[src/rtl/pic_pkg.sv]
// Shared types and constants for the 8259-style PIC control logic.
// Field positions follow the 8259 ICW/OCW programming model.
package pic_pkg;

  localparam int unsigned DATA_W     = 8;
  localparam int unsigned LEVEL_W    = 3;
  localparam int unsigned VEC_BASE_W = DATA_W - LEVEL_W;
  localparam int unsigned COUNT_W    = 2;
  localparam int unsigned OCW2_CMD_W = 3;

  localparam int unsigned ICW1_IC4_BIT  = 0;
  localparam int unsigned ICW1_SNGL_BIT = 1;
  localparam int unsigned ICW1_LTIM_BIT = 3;
  localparam int unsigned ICW1_ID_BIT   = 4;
  localparam int unsigned OCW3_SEL_BIT  = 3;
  localparam int unsigned ICW4_AEOI_BIT = 1;

  // OCW2 {R, SL, EOI} command codes
  localparam logic [OCW2_CMD_W-1:0] OCW2_NS_EOI       = 3'b001;
  localparam logic [OCW2_CMD_W-1:0] OCW2_ROT_NS_EOI   = 3'b101;
  localparam logic [OCW2_CMD_W-1:0] OCW2_ROT_AEOI_SET = 3'b100;
  localparam logic [OCW2_CMD_W-1:0] OCW2_ROT_AEOI_CLR = 3'b000;

  typedef enum logic [2:0] {
    S_UNINIT    = 3'd0,
    S_WAIT_ICW2 = 3'd1,
    S_WAIT_ICW3 = 3'd2,
    S_WAIT_ICW4 = 3'd3,
    S_READY     = 3'd4
  } init_state_e;

  typedef enum logic [1:0] {
    INTA_IDLE   = 2'd0,
    INTA_FIRST  = 2'd1,
    INTA_SECOND = 2'd2
  } inta_state_e;

  // Configuration latched from ICW1
  typedef struct packed {
    logic ltim;
    logic sngl;
    logic ic4;
  } icw1_cfg_t;

  function automatic logic [COUNT_W-1:0] inta_count_of(input inta_state_e s);
    case (s)
      INTA_FIRST:  return COUNT_W'(1);
      INTA_SECOND: return COUNT_W'(2);
      default:     return COUNT_W'(0);
    endcase
  endfunction

endpackage

[src/rtl/pic_control_logic_if.sv]
// Bus, acknowledge and configuration signals of the PIC control logic.
interface pic_control_logic_if;
  import pic_pkg::*;

  logic                  wr_strobe;
  logic                  a0;
  logic [DATA_W-1:0]     din;
  logic                  int_req;
  logic [LEVEL_W-1:0]    isr_level;
  logic                  inta_n;
  logic                  int_out;
  logic [DATA_W-1:0]     dout;
  logic                  dout_en;
  logic                  ready;
  logic                  level_or_edge;
  logic [DATA_W-1:0]     mask;
  logic [COUNT_W-1:0]    inta_count;
  logic                  aeoi;
  logic                  eoi;
  logic                  rotate;

  modport master (
    output wr_strobe, a0, din, int_req, isr_level, inta_n,
    input  int_out, dout, dout_en, ready, level_or_edge, mask,
           inta_count, aeoi, eoi, rotate
  );

  modport slave (
    input  wr_strobe, a0, din, int_req, isr_level, inta_n,
    output int_out, dout, dout_en, ready, level_or_edge, mask,
           inta_count, aeoi, eoi, rotate
  );

endinterface

[src/rtl/pic_inta_sequencer.sv]
// Two-pulse INTA handshake: edge detect, acknowledge FSM, request to the
// CPU and vector byte capture/drive.
module pic_inta_sequencer
  import pic_pkg::*;
(
  input  logic                  clk,
  input  logic                  rst_n,
  input  logic                  ready,
  input  logic                  abort,
  input  logic                  inta_n,
  input  logic                  int_req,
  input  logic [VEC_BASE_W-1:0] vec_base,
  input  logic [LEVEL_W-1:0]    isr_level,
  output logic                  int_out,
  output logic [COUNT_W-1:0]    inta_count,
  output logic [DATA_W-1:0]     dout,
  output logic                  dout_en
);

  inta_state_e        state_q, state_d;
  logic               inta_n_q;
  logic               fall_c, rise_c;
  logic               int_out_d, dout_en_d, capture_c;
  logic [COUNT_W-1:0] count_d;

  // Delayed copy of the pin for edge detection
  always_ff @(posedge clk or negedge rst_n) begin
    if (!rst_n) inta_n_q <= 1'b1;
    else        inta_n_q <= inta_n;
  end

  assign fall_c = inta_n_q & ~inta_n;
  assign rise_c = ~inta_n_q & inta_n;

  always_ff @(posedge clk or negedge rst_n) begin
    if (!rst_n) state_q <= INTA_IDLE;
    else        state_q <= state_d;
  end

  // An ICW1 write aborts the handshake regardless of pin activity
  always_comb begin
    state_d = state_q;
    if (abort) begin
      state_d = INTA_IDLE;
    end else begin
      unique case (state_q)
        INTA_IDLE:   if (fall_c && ready) state_d = INTA_FIRST;
        INTA_FIRST:  if (fall_c)          state_d = INTA_SECOND;
        INTA_SECOND: if (rise_c)          state_d = INTA_IDLE;
        default:                          state_d = INTA_IDLE;
      endcase
    end
  end

  always_comb begin
    count_d   = inta_count_of(state_d);
    int_out_d = ready & ~abort & int_req & (state_d == INTA_IDLE);
    dout_en_d = (state_d == INTA_SECOND) & ~inta_n;
    capture_c = (state_q == INTA_FIRST) & (state_d == INTA_SECOND);
  end

  always_ff @(posedge clk or negedge rst_n) begin
    if (!rst_n) begin
      int_out    <= 1'b0;
      inta_count <= '0;
      dout       <= '0;
      dout_en    <= 1'b0;
    end else begin
      int_out    <= int_out_d;
      inta_count <= count_d;
      dout_en    <= dout_en_d;
      if (capture_c) dout <= {vec_base, isr_level};
    end
  end

endmodule

[src/rtl/pic_control_logic.sv]
// 8259-style PIC command decoder (ICW1-4, OCW1/2) and initialisation FSM,
// wrapping the INTA acknowledge sequencer.
module pic_control_logic
  import pic_pkg::*;
(
  input  logic                clk,
  input  logic                rst_n,
  pic_control_logic_if.slave  bus
);

  init_state_e             state_q, state_d;
  icw1_cfg_t               cfg_q, cfg_d;
  logic [VEC_BASE_W-1:0]   vec_base_q, vec_base_d;
  logic [DATA_W-1:0]       mask_q, mask_d;
  logic                    aeoi_q, aeoi_d;
  logic                    rotate_q, rotate_d;
  logic                    eoi_q, eoi_d;
  logic                    ready_q;
  logic                    wr_strobe_q;
  logic                    wr_fire_c, icw1_c, data_wr_c, ocw2_c;
  logic [OCW2_CMD_W-1:0]   ocw2_cmd_c;

  // Only the rising cycle of a strobe counts as a write
  always_ff @(posedge clk or negedge rst_n) begin
    if (!rst_n) wr_strobe_q <= 1'b0;
    else        wr_strobe_q <= bus.wr_strobe;
  end

  assign wr_fire_c  = bus.wr_strobe & ~wr_strobe_q;
  assign icw1_c     = wr_fire_c & ~bus.a0 & bus.din[ICW1_ID_BIT];
  assign data_wr_c  = wr_fire_c & bus.a0;
  assign ocw2_c     = wr_fire_c & ~bus.a0 & ~bus.din[ICW1_ID_BIT]
                    & ~bus.din[OCW3_SEL_BIT] & (state_q == S_READY);
  assign ocw2_cmd_c = bus.din[DATA_W-1 -: OCW2_CMD_W];

  always_ff @(posedge clk or negedge rst_n) begin
    if (!rst_n) state_q <= S_UNINIT;
    else        state_q <= state_d;
  end

  // ICW3 is skipped in single mode, ICW4 when ICW1 did not request it
  always_comb begin
    state_d = state_q;
    if (icw1_c) begin
      state_d = S_WAIT_ICW2;
    end else if (data_wr_c) begin
      unique case (state_q)
        S_WAIT_ICW2: begin
          if (!cfg_q.sngl)    state_d = S_WAIT_ICW3;
          else if (cfg_q.ic4) state_d = S_WAIT_ICW4;
          else                state_d = S_READY;
        end
        S_WAIT_ICW3: state_d = cfg_q.ic4 ? S_WAIT_ICW4 : S_READY;
        S_WAIT_ICW4: state_d = S_READY;
        default:     state_d = state_q;
      endcase
    end
  end

  always_comb begin
    cfg_d      = cfg_q;
    vec_base_d = vec_base_q;
    mask_d     = mask_q;
    aeoi_d     = aeoi_q;
    rotate_d   = rotate_q;
    eoi_d      = 1'b0;
    if (icw1_c) begin
      cfg_d    = '{ltim: bus.din[ICW1_LTIM_BIT],
                   sngl: bus.din[ICW1_SNGL_BIT],
                   ic4:  bus.din[ICW1_IC4_BIT]};
      mask_d   = '0;
      aeoi_d   = 1'b0;
      rotate_d = 1'b0;
    end else if (data_wr_c) begin
      unique case (state_q)
        S_WAIT_ICW2: vec_base_d = bus.din[DATA_W-1 -: VEC_BASE_W];
        S_WAIT_ICW4: aeoi_d     = bus.din[ICW4_AEOI_BIT];
        S_READY:     mask_d     = bus.din;
        default:     ;
      endcase
    end else if (ocw2_c) begin
      // In AEOI mode the interrupt block retires the ISR itself
      unique case (ocw2_cmd_c)
        OCW2_NS_EOI:       eoi_d = ~aeoi_q;
        OCW2_ROT_NS_EOI: begin
          eoi_d    = ~aeoi_q;
          rotate_d = 1'b1;
        end
        OCW2_ROT_AEOI_SET: rotate_d = 1'b1;
        OCW2_ROT_AEOI_CLR: rotate_d = 1'b0;
        default:           ;
      endcase
    end
  end

  always_ff @(posedge clk or negedge rst_n) begin
    if (!rst_n) begin
      cfg_q      <= '0;
      vec_base_q <= '0;
      mask_q     <= '0;
      aeoi_q     <= 1'b0;
      rotate_q   <= 1'b0;
      eoi_q      <= 1'b0;
      ready_q    <= 1'b0;
    end else begin
      cfg_q      <= cfg_d;
      vec_base_q <= vec_base_d;
      mask_q     <= mask_d;
      aeoi_q     <= aeoi_d;
      rotate_q   <= rotate_d;
      eoi_q      <= eoi_d;
      ready_q    <= (state_d == S_READY);
    end
  end

  assign bus.ready         = ready_q;
  assign bus.level_or_edge = cfg_q.ltim;
  assign bus.mask          = mask_q;
  assign bus.aeoi          = aeoi_q;
  assign bus.rotate        = rotate_q;
  assign bus.eoi           = eoi_q;

  pic_inta_sequencer u_inta (
    .clk        (clk),
    .rst_n      (rst_n),
    .ready      (ready_q),
    .abort      (icw1_c),
    .inta_n     (bus.inta_n),
    .int_req    (bus.int_req),
    .vec_base   (vec_base_q),
    .isr_level  (bus.isr_level),
    .int_out    (bus.int_out),
    .inta_count (bus.inta_count),
    .dout       (bus.dout),
    .dout_en    (bus.dout_en)
  );

endmodule

[src/flat_wrapper.sv]
// flat-port wrapper written by rule: the top's interface ports become plain ports
module pic_control_logic_flat import pic_pkg::*;
  (clk, rst_n, bus_wr_strobe, bus_a0, bus_din, bus_int_req, bus_isr_level, bus_inta_n, bus_int_out, bus_dout, bus_dout_en, bus_ready, bus_level_or_edge, bus_mask, bus_inta_count, bus_aeoi, bus_eoi, bus_rotate);
  pic_control_logic_if bus_i ();
  input  logic clk;
  input  logic rst_n;
  input wire logic [$bits(bus_i.wr_strobe)-1:0] bus_wr_strobe;
  input wire logic [$bits(bus_i.a0)-1:0] bus_a0;
  input wire logic [$bits(bus_i.din)-1:0] bus_din;
  input wire logic [$bits(bus_i.int_req)-1:0] bus_int_req;
  input wire logic [$bits(bus_i.isr_level)-1:0] bus_isr_level;
  input wire logic [$bits(bus_i.inta_n)-1:0] bus_inta_n;
  output wire logic [$bits(bus_i.int_out)-1:0] bus_int_out;
  output wire logic [$bits(bus_i.dout)-1:0] bus_dout;
  output wire logic [$bits(bus_i.dout_en)-1:0] bus_dout_en;
  output wire logic [$bits(bus_i.ready)-1:0] bus_ready;
  output wire logic [$bits(bus_i.level_or_edge)-1:0] bus_level_or_edge;
  output wire logic [$bits(bus_i.mask)-1:0] bus_mask;
  output wire logic [$bits(bus_i.inta_count)-1:0] bus_inta_count;
  output wire logic [$bits(bus_i.aeoi)-1:0] bus_aeoi;
  output wire logic [$bits(bus_i.eoi)-1:0] bus_eoi;
  output wire logic [$bits(bus_i.rotate)-1:0] bus_rotate;
  assign bus_i.wr_strobe = bus_wr_strobe;
  assign bus_i.a0 = bus_a0;
  assign bus_i.din = bus_din;
  assign bus_i.int_req = bus_int_req;
  assign bus_i.isr_level = bus_isr_level;
  assign bus_i.inta_n = bus_inta_n;
  assign bus_int_out = bus_i.int_out;
  assign bus_dout = bus_i.dout;
  assign bus_dout_en = bus_i.dout_en;
  assign bus_ready = bus_i.ready;
  assign bus_level_or_edge = bus_i.level_or_edge;
  assign bus_mask = bus_i.mask;
  assign bus_inta_count = bus_i.inta_count;
  assign bus_aeoi = bus_i.aeoi;
  assign bus_eoi = bus_i.eoi;
  assign bus_rotate = bus_i.rotate;
  pic_control_logic u_core (.clk(clk), .rst_n(rst_n), .bus(bus_i));
endmodule
[config.mk]
export PLATFORM = sky130hd
export DESIGN_NAME = pic_control_logic_flat
export DESIGN_NICKNAME = d
export VERILOG_FILES = /design/src/rtl/pic_pkg.sv /design/src/rtl/pic_control_logic_if.sv /design/src/rtl/pic_inta_sequencer.sv /design/src/rtl/pic_control_logic.sv /design/src/flat_wrapper.sv
export SDC_FILE = /design/constraint.sdc
export NUM_CORES = 1
export LEC_CHECK = 0
export ABC_CLOCK_PERIOD_IN_PS = 1800
export CORE_MARGIN = 3
export CORE_UTILIZATION = 45
export DETAILED_ROUTE_END_ITERATION = 16
export DONT_BUFFER_PORTS = 1
export GPL_TIMING_DRIVEN = 0
export MAX_ROUTING_LAYER = met4
export SLEW_MARGIN = 20
export SYNTH_ARGS = -nofsm -noshare
export SYNTH_HDL_FRONTEND = slang
export SYNTH_SLANG_ARGS = --single-unit
[constraint.sdc]
create_clock -name clk -period 1.8 [get_ports clk]
set_clock_uncertainty 0.05 [all_clocks]
set_input_delay 0.27 -clock clk [delete_from_list [all_inputs] [get_ports clk]]
set_output_delay 0.27 -clock clk [all_outputs]
set_load 0.01 [all_outputs]
==> impl_metrics.csv <==
group,metric,value,unit
run_status,status,"completed",
yosys,ys_ff_latch,39,
clock_network,ctsResizeCount,0,
placement,port_buffers,0,
global_routing,gr-total-overflow,0,
timing,drv_slew,0,
yosys,yosysMostFrequentCell,"dfrtp_1",
worst_setup_path,worst_ep_required_time,1.92,ns
drt,drt_iter0_markers,42,
pwr,switching_share,32.7,%
timing,worst_slack,0.0728,ns
drt,ant_nets,0,
yosys,netlist-cell-type-count,37,
yosys,synth_top_area_share,56.5,%
timing,rsz0062_at_grt,"no",
timing,setup_tns,0,ns
floorplanning,ioPinCount,42,
yosys,synth_top_area_cell,"dfrtp_1",
global_routing,grt_max_degree,40,
yosys,ys_warn_count,0,
drt,routed_via_density,5.51,
timing,max_slew_margin,76.7,%
drt,wl_per_cell,16.0,µm
finish,final_nets,168,
yosys,synth_area_leaders,"dfrtp_1, mux2_2, o21ai_2",
floorplanning,initial_core_util,48.6,%
yosys,syn_nets,151,
floorplanning,die_area,4510,µm²
worst_setup_path,criticalPathCategory,"reg2reg",
flow_run,cap_violations,0,
floorplanning,rows,21,
placement,dp_hpwl,2.26,mm
worst_setup_path,critPathTopFamily,"simple AND/OR/NAND/NOR gates",
worst_setup_path,cp-start-kind,"register",
worst_setup_path,crit_chain,"or3b_1 -> or3_1 -> buf_6 -> buf_6 -> nand3_2 -> o21ai_2",
pwr,pwr-share-clk,21.2,%
drt,drc_errors,0,
pwr,p_seq_share,57.7,%
global_routing,antenna_found_initial,0,
timing,worst_slew_pin_slew,0.348,ns
pwr,vdd_drop_max,0.000532,V
pwr,p_int,1780,µW
yosys,syn-instance-count,134,
worst_setup_path,path_buf_inv,2,
yosys,syn_avg_cell_area,12.6,µm²
drt,vias,1090,
timing,period_share,96.0,%
worst_setup_path,crit_fanout,10,
worst_setup_path,cp_slowest_stage_delay,0.43,ns
timing,hold_viol_final,0,
finish,area_growth,14.9,%
yosys,syn_area,1680,µm²
global_routing,grt_pass1_vias,980,
clock_network,clk_pin_slew_worst_paths,0.07,ns
timing,fin_crit,1.73,ns
global_routing,track_usage,15.2,%
pwr,powerDensity,1360,nW/µm²
clock_network,cts_buffer_depth,2,
clock_network,cts_buffers,5,
global_routing,grt_pass1_wl,4.78,mm
drt,routed_wl,3.17,mm
clock_network,htreeDepth,2,
finish,drive_gt1_share,30.3,%
floorplanning,die_height,67.2,µm
placement,dp_slack,0.0178,ns
drt,first_pass_iters,4,
yosys,yosysSeqAreaShare,58.0,%
yosys,synthFlopType,"dfrtp_1",
worst_setup_path,crit_top_cell,"buf_6",
worst_setup_path,arrival,1.85,ns
worst_setup_path,cp-end-kind,"register",
floorplanning,core,3470,µm²
clock_network,cts_sinks,39,
placement,place_congestion,0.812,
pwr,combinationalPowerShare,21.1,%
pwr,p_sw,863,µW
pwr,p_leak,0.000900,µW
clock_network,clk_latency,0.29,ns
yosys,synth-async-reset-ratio,100,%
hold_path,hold_class,"in2reg",
clock_network,clock-root-buffer,"clkbuf_8",
yosys,synth_edf_count,0,
timing,fmax,579,MHz
yosys,synthTopCellsByCount,"dfrtp_1, mux2_2, inv_1, nor2_1",
floorplanning,dieWidth,67.2,µm
clock_network,cts_tree,"built",
finish,nFillCells,317,
worst_setup_path,critical_path.slowest_cell,"dfrtp_1",
finish,diodes,0,
timing,setup_viol,0,
-- worst reg2reg max path, delay by kind of cell, from the launching register on --
family          cells  cell delay (ns)
simple gates        3             0.80
flops               1             0.43
buf+inv             2             0.29
compound gates      1             0.05
-- power by group through the flow --
| stage | Sequential [µW] | Combinational, µW | Clock, µW |
|---|---|---|---|
| after floorplan | 1470 | 428 | 0 |
| after detailed placement | 1550 | 493 | 0 |
| after global routing | 1560 | 622 | 612 |
| after global placement | 1530 | 469 | 0 |
| after CTS | 1530 | 523 | 576 |
| final | 1520 | 557 | 560 |
-- state kept, by name, indices dropped and copies added, names as in the netlist --
signal and count:
u_core.bus.mask 8, u_core.u_inta.dout 8, u_core.vec_base_q 5, u_core.state_q 3
u_core.cfg_q 2, u_core.u_inta.inta_count 2, u_core.u_inta.state_q 2, u_core.bus.aeoi 1
u_core.bus.eoi 1, u_core.bus.level_or_edge 1, u_core.bus.ready 1, u_core.bus.rotate 1
u_core.u_inta.dout_en 1, u_core.u_inta.int_out 1, u_core.u_inta.inta_n_q 1, u_core.wr_strobe_q 1
-- worst paths after layout --
path                                                   from                                 end  slack [ns]  cells past startpoint
setup / recovery                u_core.state_q[0]$_DFF_PN0_      u_core.bus.mask[4]$_DFFE_PN0P_        0.07                      6
hold / removal                                   bus_din[5]            u_core.bus.eoi$_DFF_PN0_        0.04                      2
setup reg to reg                u_core.state_q[0]$_DFF_PN0_      u_core.bus.mask[4]$_DFFE_PN0P_        0.07                      6
hold reg to reg            u_core.vec_base_q[3]$_DFFE_PN0P_    u_core.vec_base_q[3]$_DFFE_PN0P_        0.46                      1
max in group asynchronous                             rst_n    u_core.u_inta.inta_n_q$_DFF_PN1_        1.07                      2
min in group asynchronous                             rst_n  u_core.u_inta.state_q[1]$_DFF_PN0_        0.39                      2
-- cells in the final DEF (no fill, tap or decap), types with 2 or more instances in the layout --
master and n:
o21ai_0 5, nor3_1 3, dlygate4sd3_1 4, buf_4 4
nand2_1 6, buf_12 2, clkbuf_8 5, mux2i_1 3
inv_1 8, o31ai_1 2, buf_6 2, or3_1 2
o211ai_1 2, dfrtp_1 38, clkinv_2 3, o21ai_2 6
nor2_1 7, nand3_2 4, and4bb_2 3, mux2_2 12
a21oi_1 2, nand3_1 6, nand2b_1 4
-- cells by family (layout without fill, tap and decap cells) --
logic type | Yosys count | after routing | synth area share [%]
and+or+nand+nor | 48 | 48 | 19.8
DFF | 39 | 39 | 58.0
AOI/OAI and AO/OA | 20 | 20 | 8.25
muxes | 16 | 16 | 10.5
buffers and inverters | 11 | 29 | 3.42
-- area by class of cell --
type,count,area [µm²],share of cell area [%]
sequential,39,977,50.5
inverter,8,30.0,1.55
clock inverter,3,15.0,0.776
timing repair buffer,10,110,5.69
tap,46,57.6,2.97
clock buffer,5,68.8,3.56
buffer,3,27.5,1.42
multi-input combinational,84,649,33.5
-- per-stage QoR --
step | util (%) | instance area [µm²] | power (µW) | hold slack, ns | cells
global placement | 50.2 | 1740 | 2000 | -0.0747 | 180
finish | 55.8 | 1940 | 2640 | 0.0386 | 198
detailed placement | 50.2 | 1740 | 2040 | -0.0747 | 180
CTS | 54.4 | 1890 | 2630 | 0.0273 | 193
global route | 55.8 | 1940 | 2790 | 0.0249 | 198
floorplan | - | 1680 | 1900 | -0.0756 | 134
-- routing by layer --
layer,up-vias,routed length (µm),track usage [%]
met5,-,0,-
met2,37,1530,22.5
met1,535,1360,18.8
li1,510,-,-
met4,0,52,6.08
met3,8,236,5.66
-- what timing repair did --
action | 4_1_cts | 5_1_grt
endpoints found under the setup margin | 0 | 10
buffers inserted | 0 | 5
hold endpoints to repair | 43 | 0
hold buffers | 5 | 0
No activity file was read; power rests on OpenSTA's default activity.
